==> src/rtl/pipe_hazard_unit.sv <==
// Hazard detection and stall/flush control for the 5-stage MIPS pipeline.
// Covers the hazards bypassing cannot resolve, and owns the MULT/DIV HI/LO occupancy FSM.
module pipe_hazard_unit #(
  parameter int unsigned MULT_LAT = 4,
  parameter int unsigned DIV_LAT  = 32
) (
  input  logic        clk,
  input  logic        reset_n,
  input  logic [4:0]  IF_ID_Rs,
  input  logic [4:0]  IF_ID_Rt,
  input  logic        ID_uses_Rt,
  input  logic        ID_Branch,
  input  logic        ID_HiLo,
  input  logic [4:0]  ID_EX_Rdest,
  input  logic        ID_EX_RegWrite,
  input  logic        ID_EX_MemRead,
  input  logic        ID_EX_MultDiv,
  input  logic        ID_EX_IsDiv,
  input  logic [4:0]  EX_MEM_Rdest,
  input  logic        EX_MEM_MemRead,
  input  logic        EX_MEM_MemAccess,
  input  logic        instr_waitrequest,
  input  logic        data_waitrequest,
  output logic        PC_En,
  output logic        IF_ID_En,
  output logic        IF_ID_Bubble,
  output logic        ID_EX_En,
  output logic        ID_EX_Bubble,
  output logic        EX_MEM_En,
  output logic        MEM_WB_Bubble,
  output logic        MultDiv_Busy,
  output logic        MultDiv_Done,
  output logic [31:0] Stall_Count
);

  typedef enum logic [1:0] {IDLE, BUSY, DONE} md_state_t;

  // The start edge and the DONE cycle each account for one cycle of occupancy.
  localparam logic [5:0] MULT_LOAD = 6'(MULT_LAT - 2);
  localparam logic [5:0] DIV_LOAD  = 6'(DIV_LAT - 2);

  md_state_t  state;
  logic [5:0] cnt;

  logic mem_freeze;
  logic ex_hit;
  logic mem_hit;
  logic decode_stall;
  logic fetch_stall;

  always_comb begin
    mem_freeze   = data_waitrequest && EX_MEM_MemAccess;
    ex_hit       = (ID_EX_Rdest != 5'd0) &&
                   ((ID_EX_Rdest == IF_ID_Rs) || (ID_uses_Rt && (ID_EX_Rdest == IF_ID_Rt)));
    mem_hit      = (EX_MEM_Rdest != 5'd0) &&
                   ((EX_MEM_Rdest == IF_ID_Rs) || (ID_uses_Rt && (EX_MEM_Rdest == IF_ID_Rt)));
    decode_stall = !mem_freeze &&
                   ((ID_EX_MemRead && ex_hit) ||
                    (ID_Branch && ID_EX_RegWrite && ex_hit) ||
                    (ID_Branch && EX_MEM_MemRead && mem_hit) ||
                    (ID_HiLo && ((state != IDLE) || ID_EX_MultDiv)));
    fetch_stall  = !mem_freeze && !decode_stall && instr_waitrequest;
  end

  always_comb begin
    PC_En         = 1'b1;
    IF_ID_En      = 1'b1;
    IF_ID_Bubble  = 1'b0;
    ID_EX_En      = 1'b1;
    ID_EX_Bubble  = 1'b0;
    EX_MEM_En     = 1'b1;
    MEM_WB_Bubble = 1'b0;
    if (mem_freeze) begin
      PC_En         = 1'b0;
      IF_ID_En      = 1'b0;
      ID_EX_En      = 1'b0;
      EX_MEM_En     = 1'b0;
      MEM_WB_Bubble = 1'b1;
    end else if (decode_stall) begin
      PC_En        = 1'b0;
      IF_ID_En     = 1'b0;
      ID_EX_Bubble = 1'b1;
    end else if (fetch_stall) begin
      PC_En        = 1'b0;
      IF_ID_Bubble = 1'b1;
    end
  end

  assign MultDiv_Busy = (state != IDLE);
  assign MultDiv_Done = (state == DONE);

  // A MULT/DIV frozen in EX waits; once running, the count keeps going through freezes.
  always_ff @(posedge clk) begin
    if (!reset_n) begin
      state <= IDLE;
      cnt   <= '0;
    end else begin
      case (state)
        IDLE: begin
          if (ID_EX_MultDiv && EX_MEM_En) begin
            state <= BUSY;
            cnt   <= ID_EX_IsDiv ? DIV_LOAD : MULT_LOAD;
          end
        end
        BUSY: begin
          if (cnt == '0) state <= DONE;
          else           cnt   <= cnt - 6'd1;
        end
        DONE:    state <= IDLE;
        default: state <= IDLE;
      endcase
    end
  end

  always_ff @(posedge clk) begin
    if (!reset_n)                         Stall_Count <= '0;
    else if (!PC_En && Stall_Count != '1) Stall_Count <= Stall_Count + 32'd1;
  end

endmodule

==> config.mk <==
export PLATFORM = sky130hd
export DESIGN_NAME = pipe_hazard_unit
export DESIGN_NICKNAME = d
export VERILOG_FILES = /design/src/rtl/pipe_hazard_unit.sv
export SDC_FILE = /design/constraint.sdc
export NUM_CORES = 1
export LEC_CHECK = 0
export CAP_MARGIN = 5
export CORE_UTILIZATION = 40
export CTS_CLUSTER_DIAMETER = 120
export DETAILED_ROUTE_END_ITERATION = 12
export GPL_TIMING_DRIVEN = 0
export PLACE_DENSITY = 0.72
export RECOVER_POWER = 50
export SLEW_MARGIN = 15
export SYNTH_ARGS = -nofsm -noshare
export SYNTH_HDL_FRONTEND = slang
export SYNTH_SLANG_ARGS = --single-unit
==> constraint.sdc <==
create_clock -name clk -period 2.5 [get_ports clk]
set_input_delay 0.5 -clock clk [delete_from_list [all_inputs] [get_ports clk]]
set_output_delay 0.5 -clock clk [all_outputs]
set_load 0.02 [all_outputs]
==> results of run 1 <==
registers in the layout (all words and copies together) (netlist names):
name,cells
state,2
cnt,6
Stall_Count,32
cells by family after synthesis:
group	count (synthesis)	synth area share [%]
and+or+nand+nor	144	32.9
AOI/OAI and AO/OA	45	12.4
DFF	40	33.4
xor gates and xnor gates	23	8.39
buffers and inverters	20	3.44
muxes	19	7.98
adders and majority gates	3	1.56
layer usage:
layer	vias to the layer above	track usage [%]	part of all wire, %
met1	1160	28.8	45
met2	65	38.0	49
li1	1233	-	-
met4	0	7.82	2.3
met5	-	0	0
met3	15	3.66	4.1
layout make-up:
cell class | count | area (sq um)
Fill cell | 518 | 2170
Multi-Input combinational cell | 234 | 1670
Sequential cell | 40 | 801
Timing Repair Buffer | 81 | 744
Tap cell | 72 | 90.1
Clock buffer | 6 | 72.6
Buffer | 12 | 67.6
Inverter | 7 | 26.3
Clock inverter | 1 | 5.00
stage by stage:
step	hold slack, ps	utilization [%]	std cells	TNS [ps]	area, sq um
floorplan	472	-	294	0	2400
global placement	472	57.2	439	-15070	3230
detailed placement	479	57.2	439	-15260	3230
CTS	492	60.0	452	-55.4	3380
global route	528	61.6	453	0	3480
finish	486	61.6	453	0	3480
final timing paths:
kind	start	end	slack, ps	cells after the start
max	ID_EX_Rdest[2]	ID_EX_Bubble	40	7
min	Stall_Count[13]	Stall_Count[13]	490	2
max reg2reg	Stall_Count[0]	Stall_Count[28]	230	7
min reg2reg	Stall_Count[13]	Stall_Count[13]	490	2
power breakdown:
group | leakage, nW | internal, mW | switching [mW] | total (mW)
sequential | 0.324 | 0.664 | 0.0283 | 0.692
combinational | 1.17 | 0.184 | 0.215 | 0.399
clock | 0.0410 | 0.190 | 0.220 | 0.410
total | 1.53 | 1.04 | 0.463 | 1.50
cell usage in the layout, fill, tap and decap left out, types with 4 or more instances in the layout:
| cell | count |
|---|---|
| clkbuf_1 | 9 |
| clkbuf_8 | 5 |
| dlygate4sd2_1 | 8 |
| dfxtp_1 | 40 |
| clkdlybuf4s50_1 | 13 |
| nand3_1 | 11 |
| dlygate4sd3_1 | 35 |
| mux2i_1 | 18 |
| nand2_1 | 31 |
| buf_6 | 6 |
| o31ai_1 | 4 |
| nand4_1 | 15 |
| nor2_1 | 17 |
| o21ai_0 | 8 |
| nor3_1 | 4 |
| buf_2 | 4 |
| xnor2_1 | 4 |
| a21oi_1 | 12 |
| buf_4 | 11 |
| or4_1 | 4 |
| nand2b_1 | 20 |
| and3_1 | 12 |
| clkbuf_2 | 5 |
| xor2_1 | 17 |
| inv_1 | 7 |
what timing repair did:
action / 4_1_cts / 5_1_grt
setup endpoints to repair: 30 / 31
pin swaps: 14 / 17
setup buffers: 6 / 3
gates resized for setup: 81 / 33
critical path: stages:
cell and delay (ps):
clkdlybuf4s15_2 220, or4_4 540, o21ai_4 180, buf_4 140, o221a_4 220, nor2_4 30
buf_6 130
==> results.json, run 1 <==
{
  "status": "complete, no violations",
  "finalHoldViolations": 0,
  "wl_microns": 6800,
  "globalplace.congestion": 0.818,
  "ys_ff_latch": 40,
  "yosys-top-cells-count": "dfxtp_1 (40), nand2_1 (31), nand2b_1 (20)",
  "synth_top_area_share_pct": 33.4,
  "area_delta_synth_final_pct": 44.8,
  "cts_buffers": 5,
  "fin_crit_sh_pct": 98.5,
  "power.total_mw": 1.50,
  "synth_area_leaders": "dfxtp_1 (33%), mux2i_1 (7.5%), xor2_1 (6.9%)",
  "fp.dieH_microns": 79.5,
  "grt_pass1_vias": 2367,
  "clkSlewWorstSetupHoldPaths_ps": 80,
  "cts_tree": "built",
  "drc": 0,
  "power_density_nw_per_um2": 432,
  "start_util_pct": 42.5,
  "worstSetupPathType": "in2out",
  "slew_headroom_pct": 66.0,
  "hp-class": "reg2reg",
  "antenna_left": 0,
  "io_pins": 74,
  "worst_pin_slew_ps": 510,
  "maxCapViolCount": 0,
  "async_reset_ff_share_pct": 0,
  "syn_nets": 330,
  "setup_viol_count_final": 0,
  "clk_latency_ps": 290,
  "end_kind": "output port",
  "worstPathMaxFanout": 3,
  "htree_levels": 2,
  "port_buffers": 73,
  "yosysMostFrequentCell": "dfxtp_1",
  "cts_hold_buf": 0,
  "vias_per_cell": 5.46,
  "finClkSkew_ps": 5.68,
  "required_ps": 2000,
  "synth_edf_count": 0,
  "antenna_found_initial": 0,
  "synth.distinct_cells": 44,
  "dieArea_sq_um": 6310,
  "diodes": 0,
  "dr.pass1.iters": 4,
  "vdd_ir_drop_max_uv": 275,
  "yosysTopAreaCell": "dfxtp_1",
  "grt_max_degree": 12,
  "post-place-ws_ps": -1000,
  "syn_inst": 294,
  "fp.dieW_microns": 79.5,
  "max_freq_ghz": 0.406,
  "vias": 2473,
  "p_leak_nw": 1.53,
  "syn_avg_cell_area_sq_um": 8.16,
  "clock-root-buffer": "clkbuf_8",
  "drt_first_iter_violations": 95,
  "syn-cell-area_sq_um": 2400,
  "grt.overflow.total": 0,
  "cp.arrival_ps": 1960,
  "drv_slew": 0,
  "cts_max_path_buffers": 2,
  "clock-sinks": 40,
  "hpwl_microns": 4930,
  "ys.flop_type": "dfxtp_1",
  "grt_setup_unrepaired": "false",
  "layout-drive-gt1-share_pct": 15.7,
  "ys_warn_count": 0,
  "core_region_area_sq_um": 5640,
  "fin_crit_ps": 2460,
  "start_kind": "input port",
  "rows": 27,
  "ys_seq_area_share_pct": 33.4,
  "finalWorstSetupSlack_ps": 37.7,
  "nNetsFinal": 417,
  "track_usage_pct": 22.5,
  "wire_per_inst_microns": 15.0,
  "grt_pass1_wl_microns": 11200
}
Power figures use the tool's default switching activity.
==> run 2: changes to the inputs <==
Settings changed: CTS_BUF_LIST set to sky130_fd_sc_hd__clkbuf_16, SKIP_CTS_REPAIR_TIMING set to 1.
==> run 2 against run 1 <==
The run now ends with setup timing left. Clock power up 45%. Die area unchanged. Via count decreased by 0.44%. Clock skew shrank 1.9 ps. Global-route usage down 0.73 points. Register-to-register slack improved by 30 ps. Worst setup slack worse by 110 ps. Routed wire length down 1.3%. Sequential power is essentially flat. Clock-buffer cell count decreased by 1. Non-clock buffer count shrank 4. Highest routed layer unchanged.
==> results.json, run 2 (synthesis gave the netlist of run 1 again) <==
{
  "met3_usage_pct": 3.31,
  "end_kind": "output port",
  "nNetsFinal": 413,
  "clkSlewWorstSetupHoldPaths_ps": 50,
  "fp.dieW_microns": 79.5,
  "most-common-layout-cells": "dfxtp_1 (40), dlygate4sd3_1 (34), nand2_1 (31)",
  "grt_max_degree": 12,
  "drv_slew": 0,
  "violations": "setup timing",
  "max_freq_ghz": 0.389,
  "cts_tree": "built",
  "grt_pass1_wl_microns": 11000,
  "clock-sinks": 40,
  "largest-register": "Stall_Count",
  "antenna_found_initial": 0,
  "vias": 2462,
  "rows": 27,
  "worstPathMaxFanout": 5,
  "fin_crit_sh_pct": 103,
  "post-place-ws_ps": -1000,
  "setup_tns_ps": -68.4,
  "grt.overflow.total": 0,
  "multiInputGateArea_sq_um": 1630,
  "seqCellArea_sq_um": 801,
  "finalHoldViolations": 0,
  "cp.arrival_ps": 2070,
  "use_met1_pct": 27.7,
  "area_delta_synth_final_pct": 46.5,
  "worst_pin_slew_ps": 519,
  "core_region_area_sq_um": 5640,
  "finClkSkew_ps": 3.78,
  "gr-usage-met2_pct": 37.9,
  "top_usage_layer": "met2",
  "required_ps": 2000,
  "wl_microns": 6710,
  "dieArea_sq_um": 6310,
  "vias_per_cell": 5.48,
  "holdWs_ps": 486,
  "track_usage_pct": 21.8,
  "htree_levels": 2,
  "power_density_nw_per_um2": 476,
  "fp.dieH_microns": 79.5,
  "reg_top3": "Stall_Count x32, cnt x6, state x2",
  "clk_latency_ps": 270,
  "setup_viol_count_final": 1,
  "fill_cells": 488,
  "maxCapViolCount": 0,
  "diodes": 0,
  "clock-root-buffer": "clkbuf_16",
  "fin_crit_ps": 2570,
  "vdd_ir_drop_max_uv": 368,
  "hpwl_microns": 4930,
  "hp-class": "reg2reg",
  "status": "complete, but fails checks",
  "layout-drive-gt1-share_pct": 12.2,
  "grt_setup_unrepaired": "true",
  "cts_max_path_buffers": 2,
  "whs_path_depth": 2,
  "wire_per_inst_microns": 14.9,
  "finalWorstSetupSlack_ps": -68.4,
  "final_common_cell": "dfxtp_1",
  "globalplace.congestion": 0.818,
  "start_util_pct": 42.5,
  "drc": 0,
  "dr.pass1.iters": 4,
  "p_leak_nw": 1.65,
  "largest_register_ffs": 32,
  "reg2reg_depth": 7,
  "antenna_left": 0,
  "port_buffers": 73,
  "post-route-util_pct": 62.3,
  "start_kind": "input port",
  "worstSetupPathType": "in2out",
  "cts_buffers": 5,
  "slew_headroom_pct": 65.4,
  "drt_first_iter_violations": 110,
  "io_pins": 74,
  "grt_pass1_vias": 2360
}
[run 2: changes by cell type in the layout (fill, tap and decap cells not counted), moves of 3 or more]
cell,change
dlymetal6s2s_1,+15
dlygate4sd2_1,-8
buf_4,-5
clkbuf_16,+5
clkbuf_8,-5
buf_2,-3
[run 2: path summary, 6_finish.rpt]
check / start / end / slack [ps]
worst min-delay path: Stall_Count[13] / Stall_Count[13] / 490
worst max-delay path: EX_MEM_Rdest[3] / PC_En / -70
worst min register to register: Stall_Count[13] / Stall_Count[13] / 490
worst max register to register: Stall_Count[12] / Stall_Count[28] / 260
[run 2: critical path, cell delays in order]
cell,delay (ps)
buf_6,100
or4_4,520
o211ai_1,200
buf_4,160
o221ai_4,120
nor3_4,300
buf_6,160
[run 2: routing by layer]
metal / share of wire [%] / vias to the layer above
li1: - / 1232
met1: 46 / 1157
met2: 50 / 67
met3: 3.9 / 6
met4: 0.88 / 0
met5: 0 / -
[run 2: power by group]
group,switching (mW),total [mW],internal [mW],leakage [nW]
logic,0.210,0.385,0.175,1.25
registers,0.0283,0.693,0.665,0.324
clock network,0.237,0.596,0.358,0.0709
[run 2: per-stage QoR]
step / power (mW) / instance area (sq um) / std cells
finish: 1.67 / 3520 / 449
global route: 1.76 / 3520 / 449
CTS: 1.66 / 3360 / 446
detailed placement: 1.07 / 3230 / 439
global placement: 1.06 / 3230 / 439
floorplan: 0.913 / 2400 / 294
[run 2: layout make-up]
| class | instances | area share (%) |
|---|---|---|
| Multi-Input combinational cell | 234 | 46.5 |
| Sequential cell | 40 | 22.8 |
| Timing Repair Buffer | 77 | 22.0 |
| Clock buffer | 5 | 3.56 |
| Tap cell | 72 | 2.56 |
| Buffer | 12 | 1.64 |
| Inverter | 7 | 0.747 |
| Clock inverter | 2 | 0.249 |
==> run 3: changes to the inputs <==
Settings changed: ABC_AREA set to 1, PLACE_DENSITY 0.72 to 0.7.
==> run 3 against run 2 <==
The run now ends clean. Via count grew 27%. Clock-buffer cell count is the same. Clock power rose by 22%. Hold slack got worse by 4.7 ps. Combinational power fell by 3%. Largest power group is now clock. Routed wire length up 22%. Global-route usage up 0.37 points. Critical path depth decreased by 3. Non-clock buffer count increased by 4. Final area rose by 13%. Critical path type unchanged.
==> results.json, run 3 <==
{
  "worstSetupPathType": "in2out",
  "reg2reg_depth": 8,
  "ys_seq_area_share_pct": 28.1,
  "final_common_cell": "nand2_1",
  "fp.dieW_microns": 86.5,
  "crit_family": "buffers and inverters",
  "dieArea_sq_um": 7480,
  "clock-root-buffer": "clkbuf_16",
  "top_usage_layer": "met2",
  "vias_per_cell": 4.97,
  "timing.critical_path.mode_cell": "clkdlybuf4s50_1",
  "grt_setup_unrepaired": "false",
  "finalHoldViolations": 0,
  "power.total_mw": 1.79,
  "wire_per_inst_microns": 12.9,
  "whs_path_depth": 2,
  "wl_microns": 8160,
  "vias": 3134,
  "diodes": 0,
  "yosys-top-cells-count": "nand2_1 (124), nand3_1 (48), inv_1 (47)",
  "hp-class": "reg2reg",
  "combinationalPowerShare_pct": 20.9,
  "vdd_ir_drop_max_uv": 305,
  "gr-usage-met2_pct": 35.9,
  "fp.dieH_microns": 86.5,
  "reg_top3": "Stall_Count x32, cnt x6, state x2",
  "setup_tns_ps": 0,
  "largest_register_ffs": 32,
  "ys_ff_latch": 40,
  "start_util_pct": 41.8,
  "post-place-ws_ps": -813,
  "hpwl_microns": 6480,
  "end_kind": "output port",
  "synth_edf_count": 0,
  "port_buffers": 73,
  "clkSlewWorstSetupHoldPaths_ps": 60,
  "dr.pass1.iters": 5,
  "cp.arrival_ps": 1890,
  "setup_viol_count_final": 0,
  "maxCapViolCount": 0,
  "p_switching_mw": 0.497,
  "worstPathMaxFanout": 6,
  "sequentialPowerShare_pct": 38.4,
  "use_met1_pct": 30.8,
  "largest-register": "Stall_Count",
  "cpMaxStageDelayCell": "clkdlybuf4s50_1",
  "rows": 30,
  "slew_headroom_pct": 69.9,
  "drt_first_iter_violations": 184,
  "fin_crit_ps": 2390,
  "ys.flop_type": "dfxtp_1",
  "core_region_area_sq_um": 6830,
  "yosysMostFrequentCell": "nand2_1",
  "min-delay-start": "Stall_Count[31]",
  "rrSetupSlack_ps": 400,
  "clockPowerShare_pct": 40.7,
  "antenna_found_initial": 0,
  "htree_levels": 2,
  "met3_usage_pct": 3.52,
  "syn_avg_cell_area_sq_um": 6.37,
  "start_kind": "input port",
  "clk_latency_ps": 280,
  "finClkSkew_ps": 5.00,
  "drv_slew": 0,
  "sw_frac_of_total_pct": 27.9,
  "synth_top_area_share_pct": 28.1,
  "syn_nets": 484,
  "max_freq_ghz": 0.419,
  "grt_pass1_wl_microns": 13100,
  "drc": 0,
  "status": "complete, no violations",
  "clock-sinks": 40,
  "cp.buffers_inverters": 3,
  "post-route-util_pct": 58.4,
  "io_pins": 74,
  "cpPeakStageDelay_ps": 610,
  "finalWorstSetupSlack_ps": 114,
  "p_leak_nw": 1.90,
  "grt_pass1_vias": 2771,
  "power_density_nw_per_um2": 448,
  "synth.distinct_cells": 34,
  "track_usage_pct": 22.2,
  "grt_max_degree": 13,
  "most-common-layout-cells": "nand2_1 (123), nand3_1 (48), nor2_1 (43)",
  "ys_warn_count": 0,
  "worst_pin_slew_ps": 447,
  "hold_end": "Stall_Count[31]",
  "syn-cell-area_sq_um": 2850,
  "grt.overflow.total": 0,
  "syn_inst": 448,
  "yosysTopAreaCell": "dfxtp_1",
  "layout-drive-gt1-share_pct": 8.22,
  "crit_chain": "clkdlybuf4s50_1, nand2_1, inv_1, clkdlybuf4s50_1",
  "power.internal_mw": 1.29,
  "async_reset_ff_share_pct": 0,
  "globalplace.congestion": 0.928,
  "nNetsFinal": 570,
  "cts_tree": "built",
  "rr_endpoint": "Stall_Count[31]",
  "r2r-start": "Stall_Count[0]",
  "cts_max_path_buffers": 2,
  "area_delta_synth_final_pct": 39.8,
  "cts_buffers": 5,
  "holdWs_ps": 482,
  "synth_area_leaders": "dfxtp_1 (28%), nand2_1 (16%), nand3_1 (8.4%)",
  "antenna_left": 0,
  "fin_crit_sh_pct": 95.5,
  "required_ps": 2000
}
## run 3: changes by cell type after synthesis, moves of 7 or more
| cell | before | now |
|---|---|---|
| nor3_1 | 6 | 15 |
| nand4_1 | 15 | 6 |
| xnor2_1 | 4 | 15 |
| a21oi_1 | 13 | 36 |
| nand2b_1 | 20 | 1 |
| inv_1 | 7 | 47 |
| nand2_1 | 31 | 124 |
| or4_1 | 7 | 0 |
| nor2_1 | 18 | 43 |
| nand3_1 | 12 | 48 |
| and3_1 | 12 | 0 |
| mux2i_1 | 18 | 0 |
## run 3: power groups by stage
stage          combinational, mW  sequential, mW  clock, mW
3_3_place_gp               0.352           0.699          0
4_1_cts                    0.364           0.686      0.730
6_report                   0.374           0.686      0.726
3_5_place_dp               0.363           0.700          0
5_1_grt                    0.413           0.690      0.758
2_1_floorplan              0.213           0.700          0
## run 3: metal layers
layer | wire length, microns | up-vias
met3 | 428 | 8
met1 | 3910 | 1425
met2 | 3740 | 79
met4 | 87 | 0
li1 | - | 1622
met5 | 0 | -
## run 3: cell type report
| class | count | area [sq um] |
|---|---|---|
| Clock buffer | 5 | 125 |
| Clock inverter | 3 | 38.8 |
| Fill cell | 699 | 2840 |
| Inverter | 48 | 180 |
| Tap cell | 96 | 120 |
| Multi-Input combinational cell | 346 | 1810 |
| Timing Repair Buffer | 79 | 826 |
| Sequential cell | 40 | 801 |
| Buffer | 14 | 91.3 |
## run 3: kinds of logic after synthesis
kind of cell	after synthesis	share of synthesized area, %
DFF	40	28.1
AOI/OAI and AO/OA	53	9.64
adders and majority gates	3	1.32
and+or+nand+nor	254	40.6
buffers and inverters	62	9.29
xor gates and xnor gates	36	11.0
## run 3: worst min-delay path, cell delays in order, from the launching register on
cell and delay (ps):
dfxtp_1 320, nand2_1 60, a21oi_1 50
## run 3: stage by stage
stage | std cells | cell area [sq um]
after floorplan | 448 | 2850
after global placement | 617 | 3700
after detailed placement | 617 | 3700
after CTS | 625 | 3870
after global routing | 631 | 3990
final | 631 | 3990
## run 3: worst max-delay path by stage
| stage | slack [ps] | cells past startpoint | endpoint | from |
|---|---|---|---|---|
| 2_1_floorplan | 440 | 10 | PC_En | EX_MEM_Rdest[0] |
| 3_3_place_gp | -790 | 11 | PC_En | EX_MEM_Rdest[0] |
| 3_5_place_dp | -810 | 11 | PC_En | EX_MEM_Rdest[0] |
| 4_1_cts | -830 | 11 | PC_En | EX_MEM_Rdest[0] |
| 5_1_grt | 60 | 10 | PC_En | ID_Branch |
| 6_report | 110 | 4 | MEM_WB_Bubble | EX_MEM_MemAccess |
